<file path="src/rtl/mult_sched_pkg.sv">
// Shared types and width constants for the multiplier scheduler family.
package mult_sched_pkg;
  localparam int OPW = 8;
  localparam int PW  = 16;

  typedef enum logic [1:0] {
    IDLE = 2'd0,
    BUSY = 2'd1,
    RESP = 2'd2
  } state_e;
endpackage

</file>
<file path="src/rtl/rr_arbiter.sv">
// Combinational round-robin arbiter: first valid requester at or after i_ptr,
// searching circularly. Reusable by any shared-resource scheduler.
module rr_arbiter #(
  parameter int N  = 4,
  parameter int IW = 2
) (
  input  logic [N-1:0]  i_valid,
  input  logic [IW-1:0] i_ptr,
  output logic [N-1:0]  o_grant,
  output logic [IW-1:0] o_idx,
  output logic          o_any
);
  logic [IW:0]   w_sum;
  logic [IW-1:0] w_sel;

  // Walk offsets from farthest to nearest so the nearest valid requester wins.
  always_comb begin
    o_grant = '0;
    o_idx   = '0;
    w_sum   = '0;
    w_sel   = '0;
    for (int k = N - 1; k >= 0; k--) begin
      w_sum = {1'b0, i_ptr} + (IW + 1)'(k);
      if (w_sum >= (IW + 1)'(N)) w_sum = w_sum - (IW + 1)'(N);
      w_sel = w_sum[IW-1:0];
      if (i_valid[w_sel]) begin
        o_grant        = '0;
        o_grant[w_sel] = 1'b1;
        o_idx          = w_sel;
      end
    end
  end

  assign o_any = |i_valid;
endmodule

</file>
<file path="src/rtl/mult8_rr_scheduler.sv">
// Round-robin scheduler sharing one external 8x8 multiplier between NUM_REQ
// requesters; one operation in flight, result returned on a valid/ready channel.
module mult8_rr_scheduler
  import mult_sched_pkg::*;
#(
  parameter int NUM_REQ      = 4,
  parameter int MULT_LATENCY = 0,
  parameter int ID_W         = 2
) (
  input  logic                   clk,
  input  logic                   rst_n,
  input  logic [NUM_REQ-1:0]     req_valid,
  output logic [NUM_REQ-1:0]     req_ready,
  input  logic [OPW*NUM_REQ-1:0] req_a,
  input  logic [OPW*NUM_REQ-1:0] req_b,
  output logic [OPW-1:0]         mul_a,
  output logic [OPW-1:0]         mul_b,
  input  logic [PW-1:0]          mul_p,
  output logic                   rsp_valid,
  input  logic                   rsp_ready,
  output logic [PW-1:0]          rsp_p,
  output logic [ID_W-1:0]        rsp_id,
  output logic                   busy,
  output state_e                 dbg_state
);
  localparam int CW = (MULT_LATENCY > 0) ? $clog2(MULT_LATENCY + 1) : 1;

  // Handshakes: a transfer happens on a rising edge where valid && ready;
  // valid never waits on ready, and payload is held while valid && !ready.
  state_e              r_state, w_next;
  logic [OPW-1:0]      r_mul_a, r_mul_b;
  logic [PW-1:0]       r_rsp_p;
  logic [ID_W-1:0]     r_rsp_id, r_rr_ptr;
  logic [CW-1:0]       r_cnt;
  logic                r_rsp_valid;
  logic [NUM_REQ-1:0]  w_grant;
  logic [ID_W-1:0]     w_idx;
  logic                w_any, w_accept, w_done, w_hs;
  logic [OPW-1:0]      w_a_arr [NUM_REQ];
  logic [OPW-1:0]      w_b_arr [NUM_REQ];

  rr_arbiter #(.N(NUM_REQ), .IW(ID_W)) u_arb (
    .i_valid (req_valid),
    .i_ptr   (r_rr_ptr),
    .o_grant (w_grant),
    .o_idx   (w_idx),
    .o_any   (w_any)
  );

  for (genvar g = 0; g < NUM_REQ; g++) begin : g_req
    assign w_a_arr[g] = req_a[OPW*g +: OPW];
    assign w_b_arr[g] = req_b[OPW*g +: OPW];

    a_hold_operands: assert property (@(posedge clk) disable iff (!rst_n)
      (req_valid[g] && !req_ready[g]) |=>
        (!req_valid[g] || ($stable(w_a_arr[g]) && $stable(w_b_arr[g]))));
  end

  // req_ready is gated by rst_n so no grant is offered while reset is asserted.
  always_comb begin
    w_next    = r_state;
    req_ready = '0;
    w_accept  = 1'b0;
    w_done    = 1'b0;
    w_hs      = 1'b0;
    case (r_state)
      IDLE: if (rst_n && w_any) begin
        req_ready = w_grant;
        w_accept  = 1'b1;
        w_next    = BUSY;
      end
      BUSY: if (r_cnt == '0) begin
        w_done = 1'b1;
        w_next = RESP;
      end
      RESP: if (rsp_ready) begin
        w_hs   = 1'b1;
        w_next = IDLE;
      end
      default: w_next = IDLE;
    endcase
  end

  always_ff @(posedge clk or negedge rst_n) begin
    if (!rst_n) begin
      r_state     <= IDLE;
      r_mul_a     <= '0;
      r_mul_b     <= '0;
      r_rsp_p     <= '0;
      r_rsp_id    <= '0;
      r_rr_ptr    <= '0;
      r_cnt       <= '0;
      r_rsp_valid <= 1'b0;
    end else begin
      r_state <= w_next;
      if (w_accept) begin
        r_mul_a  <= w_a_arr[w_idx];
        r_mul_b  <= w_b_arr[w_idx];
        r_rsp_id <= w_idx;
        r_rr_ptr <= (int'(w_idx) == NUM_REQ - 1) ? '0 : w_idx + 1'b1;
        r_cnt    <= CW'(MULT_LATENCY);
      end else if (r_state == BUSY && !w_done) begin
        r_cnt <= r_cnt - 1'b1;
      end
      if (w_done) begin
        r_rsp_p     <= mul_p;
        r_rsp_valid <= 1'b1;
      end else if (w_hs) begin
        r_rsp_valid <= 1'b0;
      end
    end
  end

  assign mul_a     = r_mul_a;
  assign mul_b     = r_mul_b;
  assign rsp_valid = r_rsp_valid;
  assign rsp_p     = r_rsp_p;
  assign rsp_id    = r_rsp_id;
  assign busy      = (r_state != IDLE);
  assign dbg_state = r_state;
endmodule

</file>
<file path="config.mk">
export PLATFORM = sky130hd
export DESIGN_NAME = mult8_rr_scheduler
export DESIGN_NICKNAME = d
export VERILOG_FILES = /design/src/rtl/mult_sched_pkg.sv /design/src/rtl/rr_arbiter.sv /design/src/rtl/mult8_rr_scheduler.sv
export SDC_FILE = /design/constraint.sdc
export NUM_CORES = 1
export LEC_CHECK = 0
export ABC_AREA = 1
export CAP_MARGIN = 10
export CORE_UTILIZATION = 58
export CTS_CLUSTER_DIAMETER = 60
export DETAILED_ROUTE_END_ITERATION = 7
export DONT_BUFFER_PORTS = 1
export GPL_TIMING_DRIVEN = 0
export PLACE_DENSITY = 0.73
export REMOVE_ABC_BUFFERS = 1
export SLEW_MARGIN = 30
export SYNTH_ARGS = -nofsm -noshare
export SYNTH_HDL_FRONTEND = slang
export SYNTH_HIERARCHICAL = 1
export SYNTH_SLANG_ARGS = --single-unit
export TNS_END_PERCENT = 20
</file>
<file path="constraint.sdc">
create_clock -name clk -period 2.45 [get_ports clk]
set_clock_uncertainty 0.15 [all_clocks]
set_input_delay 0.49 -clock clk [delete_from_list [all_inputs] [get_ports clk]]
set_output_delay 0.49 -clock clk [all_outputs]
set_load 0.01 [all_outputs]
</file>
Word-level counts from Yosys, hierarchy flattened
Index checks and enable logic that the tools add are counted.
{ "word_totals": {"ff_bits": 40} }
{ "op_classes": {"n_reduce_logical": 13, "n_addsub": 9, "eq_ne": 6, "bitwise_logic": 1, "mux": 51, "n_lt_le_gt_ge": 13} }
{ "op_table": {"columns": ["cell", "count"], "rows": [
  ["8-bit binary-select mux with 2-bit select", 2],
  ["8-bit two-way mux", 4],
  ["2-bit two-way mux", 12],
  ["4-bit two-way mux", 6],
  ["1-bit two-way mux", 18],
  ["3-bit greater-or-equal comparator (second input constant)", 4],
  ["2-bit by 3-bit less-than comparator with 1-bit output (second input constant)", 4],
  ["1-bit binary-select mux with 2-bit select", 4],
  ["1-bit demux with 2-bit select", 4],
  ["2-bit by 1-bit greater-or-equal comparator with 1-bit output (second input constant)", 4],
  ["2-bit by 1-bit subtractor with 2-bit output (second input constant)", 4],
  ["2-bit by 2-bit adder with 3-bit output (second input constant)", 2],
  ["1-bit logical AND", 6],
  ["2-bit inequality test (second input constant)", 3],
  ["2-bit case mux with 3 select lines", 1],
  ["2-bit nonzero test", 3],
  ["2-bit by 1-bit equality test with 1-bit output (second input constant)", 2],
  ["4-bit OR reduction", 1],
  ["2-bit by 1-bit adder with 3-bit output (second input constant)", 1],
  ["2-bit by 3-bit greater-or-equal comparator with 1-bit output (second input constant)", 1],
  ["2-bit inverter with 3-bit output", 1],
  ["3-bit AND reduction", 1],
  ["2-bit by 1-bit adder with 2-bit output (second input constant)", 1],
  ["2-bit equality test (second input constant)", 1],
  ["3 further kinds", 3]
]} }

Longest topological paths before layout
{ "logic_depth": {"word_depth": 13, "mapped_depth": 17} }

Cells and area by module
The synthesis kept the hierarchy.
{ "by_module_without_submodules": {"columns": ["module", "n_inst", "seq_area_each_um2", "area_each_um2", "cells_each"], "rows": [
  ["mult8_rr_scheduler", 1, 1001.0, 2297.2, 332],
  ["rr_arbiter", 1, 0.0, 451.7, 83]
]} }

Least setup slack after synthesis
Ideal clock, no wire load.
{ "synth_path": {"path_kind": "register to register", "start": "register r_rr_ptr[0]", "end": "register r_mul_b[1], in the netlist mul_b[1]", "slack_ns": 0.053, "arrival_ns": 2.131, "stages_incl_launch_ff": 17, "setup_ns": 0.116, "cell_sequence": "dfrtp_1 -> inv_2 -> ha_1 -> inv_1 -> nand3_2 -> nand2_2 -> inv_4 -> a21oi_1 -> o21ai_1 -> buf_2 -> inv_2 -> buf_4 -> nand2_1 -> nand3_1 -> nand2_1 -> nand2_1 -> nand2_1"} }
{ "synth_between": {"elab_chain_cells": 13} }
{ "synth_lines": {"columns": ["element", "line_no", "text"], "rows": [
  ["start: declaration", "mult8_rr_scheduler.sv:33", "logic [ID_W-1:0] r_rsp_id, r_rr_ptr;"],
  ["start signal: assignment", "mult8_rr_scheduler.sv:100", "r_rr_ptr <= (int'(w_idx) == NUM_REQ - 1) ? '0 : w_idx + 1'b1;"],
  ["2-bit by 2-bit adder with 3-bit output", "rr_arbiter.sv:23", "w_sum = {1'b0, i_ptr} + (IW + 1)'(k);"],
  ["3-bit greater-or-equal comparator or 2-bit by 1-bit subtractor with 2-bit output (tied branches)", "rr_arbiter.sv:24", "if (w_sum >= (IW + 1)'(N)) w_sum = w_sum - (IW + 1)'(N);"],
  ["2-bit two-way mux", "rr_arbiter.sv:24", null],
  ["1-bit binary-select mux with 2-bit select", "rr_arbiter.sv:26", "if (i_valid[w_sel]) begin"],
  ["1-bit two-way mux (implied by the code)", "rr_arbiter.sv:26", null],
  ["2-bit two-way mux (3 in a row)", "rr_arbiter.sv:26", null],
  ["2-bit two-way mux *", "rr_arbiter.sv:26", null],
  ["net w_idx[0]", "mult8_rr_scheduler.sv:37", "logic [ID_W-1:0] w_idx;"],
  ["2-bit inverter with 3-bit output (implied by the code) *", "mult8_rr_scheduler.sv:98", "r_mul_b <= w_b_arr[w_idx];"],
  ["8-bit binary-select mux with 2-bit select *", "mult8_rr_scheduler.sv:98", null],
  ["8-bit two-way mux (implied by the code) * (2 in a row)", "mult8_rr_scheduler.sv:98", null],
  ["end signal: assignment", "mult8_rr_scheduler.sv:98", null],
  ["end: declaration", "mult8_rr_scheduler.sv:31", "logic [OPW-1:0] r_mul_a, r_mul_b;"]
]} }
The timed path passes the listed nets; every way through them passes the cells marked *. The select of a mux whose other input is x is not followed.
A chain may end at the register's enable or synchronous reset.

Final worst setup path
{ "layout_path": {"start": "register r_rr_ptr[0]", "end": "output req_ready[3]"} }
{ "layout_between": {"elab_chain_cells": 13} }
{ "layout_lines": {"columns": ["element", "line_no", "text"], "rows": [
  ["2-bit by 2-bit adder with 3-bit output", "rr_arbiter.sv:23", null],
  ["3-bit greater-or-equal comparator or 2-bit by 1-bit subtractor with 2-bit output (tied branches)", "rr_arbiter.sv:24", null],
  ["2-bit two-way mux", "rr_arbiter.sv:24", null],
  ["2-bit by 3-bit less-than comparator with 1-bit output (implied by the code) or 2-bit by 1-bit greater-or-equal comparator with 1-bit output (tied branches)", "rr_arbiter.sv:28", "o_grant[w_sel] = 1'b1;"],
  ["1-bit logical AND (implied by the code)", "rr_arbiter.sv:28", null],
  ["1-bit two-way mux (implied by the code)", "rr_arbiter.sv:28", null],
  ["1-bit demux with 2-bit select", null, null],
  ["4-bit two-way mux (3 in a row)", "rr_arbiter.sv:26", null],
  ["4-bit two-way mux *", "rr_arbiter.sv:26", null],
  ["net w_grant[3]", "mult8_rr_scheduler.sv:36", "logic [NUM_REQ-1:0] w_grant;"],
  ["4-bit two-way mux *", "mult8_rr_scheduler.sv:67", "IDLE: if (rst_n && w_any) begin"],
  ["4-bit two-way mux *", "mult8_rr_scheduler.sv:66", "case (r_state)"],
  ["end: declaration", "mult8_rr_scheduler.sv:13", "output logic [NUM_REQ-1:0] req_ready,"]
]} }
Marks and branches as above.

==> results.toml <==
[logic_synthesis]
yosysWarnings = 6
synth-seq-cells = 40
synth_flop_cell = "dfrtp_1"
ys_types = 26
async_reset_ff_frac = 1.00
synth_top_area_frac = 0.364
syn_area_sq_mm = 0.00275
yosysTopAreaCell = "dfrtp_1"
synth_common_cells = "178 x nand2_1, 68 x nand3_1, 45 x inv_1"
synth.most_common_cell = "nand2_1"
synth_edf_count = 0
avgSynthCellArea_sq_um = 6.62
ys_seq_area_frac = 0.364
synthesis.instances = 415
ys_top_cells_by_area = "dfrtp_1 36%, nand2_1 24%, nand3_1 12%"

[floorplanning]
coreArea_sq_mm = 0.00444
start_util = 0.619
num_rows = 24
fp.dieArea_sq_mm = 0.00502
dieWidth_um = 70.8
ios = 129
dieHeight_um = 70.8

[outcome]
violations = "design-rule violations"
status = "finished with violations"

[placement]
dp.final_hpwl_um = 4290
dp_slack_ns = -0.530
io_buffer_count = 0
gp_congestion = 0.807

[power_and_ir_drop]
clkPwrFrac = 0.108
ir_drop_mv = 0.725
pwr_density_cell_mw_per_mm2 = 1670
p_leak_uw = 0.00170
combPwrFrac = 0.620
switching_share = 0.531
p_switching_uw = 2660
cell_internal_pwr_uw = 2350
seqPwrFrac = 0.271

[cts]
path_clk_slew_ns = 0.08
cts_tree = "yes"
clock_sinks = 40
h-tree-depth = 2
cts_root_buffer = "clkbuf_8"
clockBufferDepth = 2
clk_latency_ns = 0.29
numCtsBuffers = 5

[grt]
antenna_found_initial = 0
grt.total_usage = 0.265
grt.overflow.total = 0
grt_max_degree = 41
grt_first_pass_wirelength_um = 10500
grt_pass1_vias = 2287

[worst_hold_path]
timing.hold.worst.class = "primary input to register"
hold_depth = 1

[setup_path]
cp.arrival_ns = 1.81
critPathMaxFanout = 3
cp-end-kind = "output pin"
critPathRequiredTime_ns = 1.81
startpoint_type = "register"
path_class = "register to output pin"
ff2ff_path_depth = 14

[detailed_routing]
wl_met1_um = 2640
top_layer_used = "met4"
dr.pass1.iters = 8
viasPerCell = 5.38
avgRoutedWirePerCell_um = 13.7
wl_met2_um = 3190
drt-initial-drc-count = 175
met3_length_um = 498
route.detailed.drc = 9
ant_nets = 0
wirelength_um = 6380
vias = 2502

[sta]
hold_ws_ns = 0.135
fin_crit_ns = 2.45
rsz0062_at_grt = "true"
setup_ws_ns = 0.00488
slew_viol_final = 0
relSlewSlack = 0.695
period_share = 0.998
setup_violations = 0
finalHoldViolCount = 0
tightest_slew_ns = 0.456
fmax_ghz = 0.409

[finish]
syn_to_final_growth_pct = 8.97
drive_gt1_frac = 0.133
nNetsFinal = 508
antennaDiodeCount = 0

[run]
cap_violations = 0
## cell usage in the layout, fill, tap and decap left out, drive strengths merged
cell type / netlist / routed
a21oi: 5 / 5
a22o: 1 / 1
buf: 16 / 6
bufinv: 0 / 1
clkbuf: 1 / 5
clkinv: 0 / 1
clkinvlp: 0 / 1
dfrtp: 40 / 40
dlygate4sd3: 0 / 1
ha: 9 / 9
inv: 55 / 55
nand2: 186 / 186
nand3: 71 / 71
nand4: 1 / 1
nor2: 22 / 22
o21a: 1 / 1
o21ai: 5 / 5
o31ai: 1 / 1
or2: 1 / 1
## kinds of logic (layout without fill, tap and decap cells)
| logic type | Yosys count | count (layout) | share of synthesized area |
|---|---|---|---|
| flip-flops | 40 | 40 | 0.364 |
| adder cells (fa/ha/maj) | 9 | 9 | 0.0410 |
| buffers and inverters | 72 | 70 | 0.122 |
| AND/OR/NAND/NOR | 281 | 281 | 0.445 |
| AO/OA/AOI/OAI | 13 | 13 | 0.0282 |
## per-stage QoR
step / utilization / area, sq um / std cells / TNS, ns / total power, uW
after global routing: 0.674 / 3000 / 465 / -0.419 / 5520
final: 0.674 / 3000 / 465 / 0 / 5010
after CTS: 0.667 / 2960 / 465 / 0 / 4920
after global placement: 0.605 / 2690 / 450 / -40.30 / 3920
after floorplan: - / 2630 / 398 / -21.24 / 3430
after detailed placement: 0.614 / 2730 / 451 / -10.19 / 4160
## final cells by class
| class | count | area (sq um) |
|---|---|---|
| Clock buffer | 5 | 68.8 |
| Clock inverter | 3 | 42.5 |
| Fill cell | 414 | 1450 |
| Inverter | 55 | 229 |
| Multi-Input combinational cell | 303 | 1490 |
| Sequential cell | 40 | 1000 |
| Tap cell | 52 | 65.1 |
| Timing Repair Buffer | 7 | 98.8 |
## final timing paths
kind | startpoint | slack [ns] | end
max in group asynchronous | rst_n | 1.43 | r_rr_ptr[1]
max reg2reg | r_rr_ptr[0] | 0.21 | mul_b[6]
min in group asynchronous | rst_n | 0.50 | rsp_p[9]
max | r_rr_ptr[0] | 0.005 | req_ready[3]
min | rsp_ready | 0.14 | dbg_state[1]
min reg2reg | r_cnt | 0.39 | dbg_state[0]
## what timing repair did
action / 4_1_cts / 5_1_grt
pin swaps: 7 / 8
hold endpoints to repair: 40 / 0
endpoints found under the setup margin: 24 / 20
hold buffers: 2 / 0
gates resized for setup: 20 / 11
setup buffers: 4 / 0
## power groups by stage
| stage | registers (uW) | logic [uW] | clock network, uW |
|---|---|---|---|
| after floorplan | 1310 | 2130 | 0 |
| after global placement | 1390 | 2530 | 0 |
| after detailed placement | 1390 | 2770 | 0 |
| after CTS | 1360 | 3010 | 548 |
| final | 1360 | 3100 | 543 |
| after global routing | 1390 | 3560 | 574 |
## routing by layer
layer	up-vias	track usage
li1	1264	-
met1	1125	0.323
met2	106	0.458
met3	7	0.0812
met4	0	0.0667
met5	-	0
## sequential cells by signal, indices dropped and copies added, names as in the netlist
| register | cells |
|---|---|
| mul_a | 8 |
| mul_b | 8 |
| r_rr_ptr | 2 |
| dbg_state | 2 |
| rsp_p | 16 |
| rsp_id | 2 |
| rsp_valid | 1 |
| r_cnt | 1 |
## worst max-delay path: stages, from the launching register on
cell,delay [ns]
dfrtp_2,0.43
inv_4,0.08
ha_4,0.21
inv_4,0.06
nand3_2,0.07
nand2_2,0.10
inv_2,0.04
nor2_2,0.11
nand2_1,0.07
nand3_1,0.07
nand2_1,0.05
inv_1,0.04
inv_1,0.04
nor2_2,0.14
No activity file was read; power rests on OpenSTA's default activity.
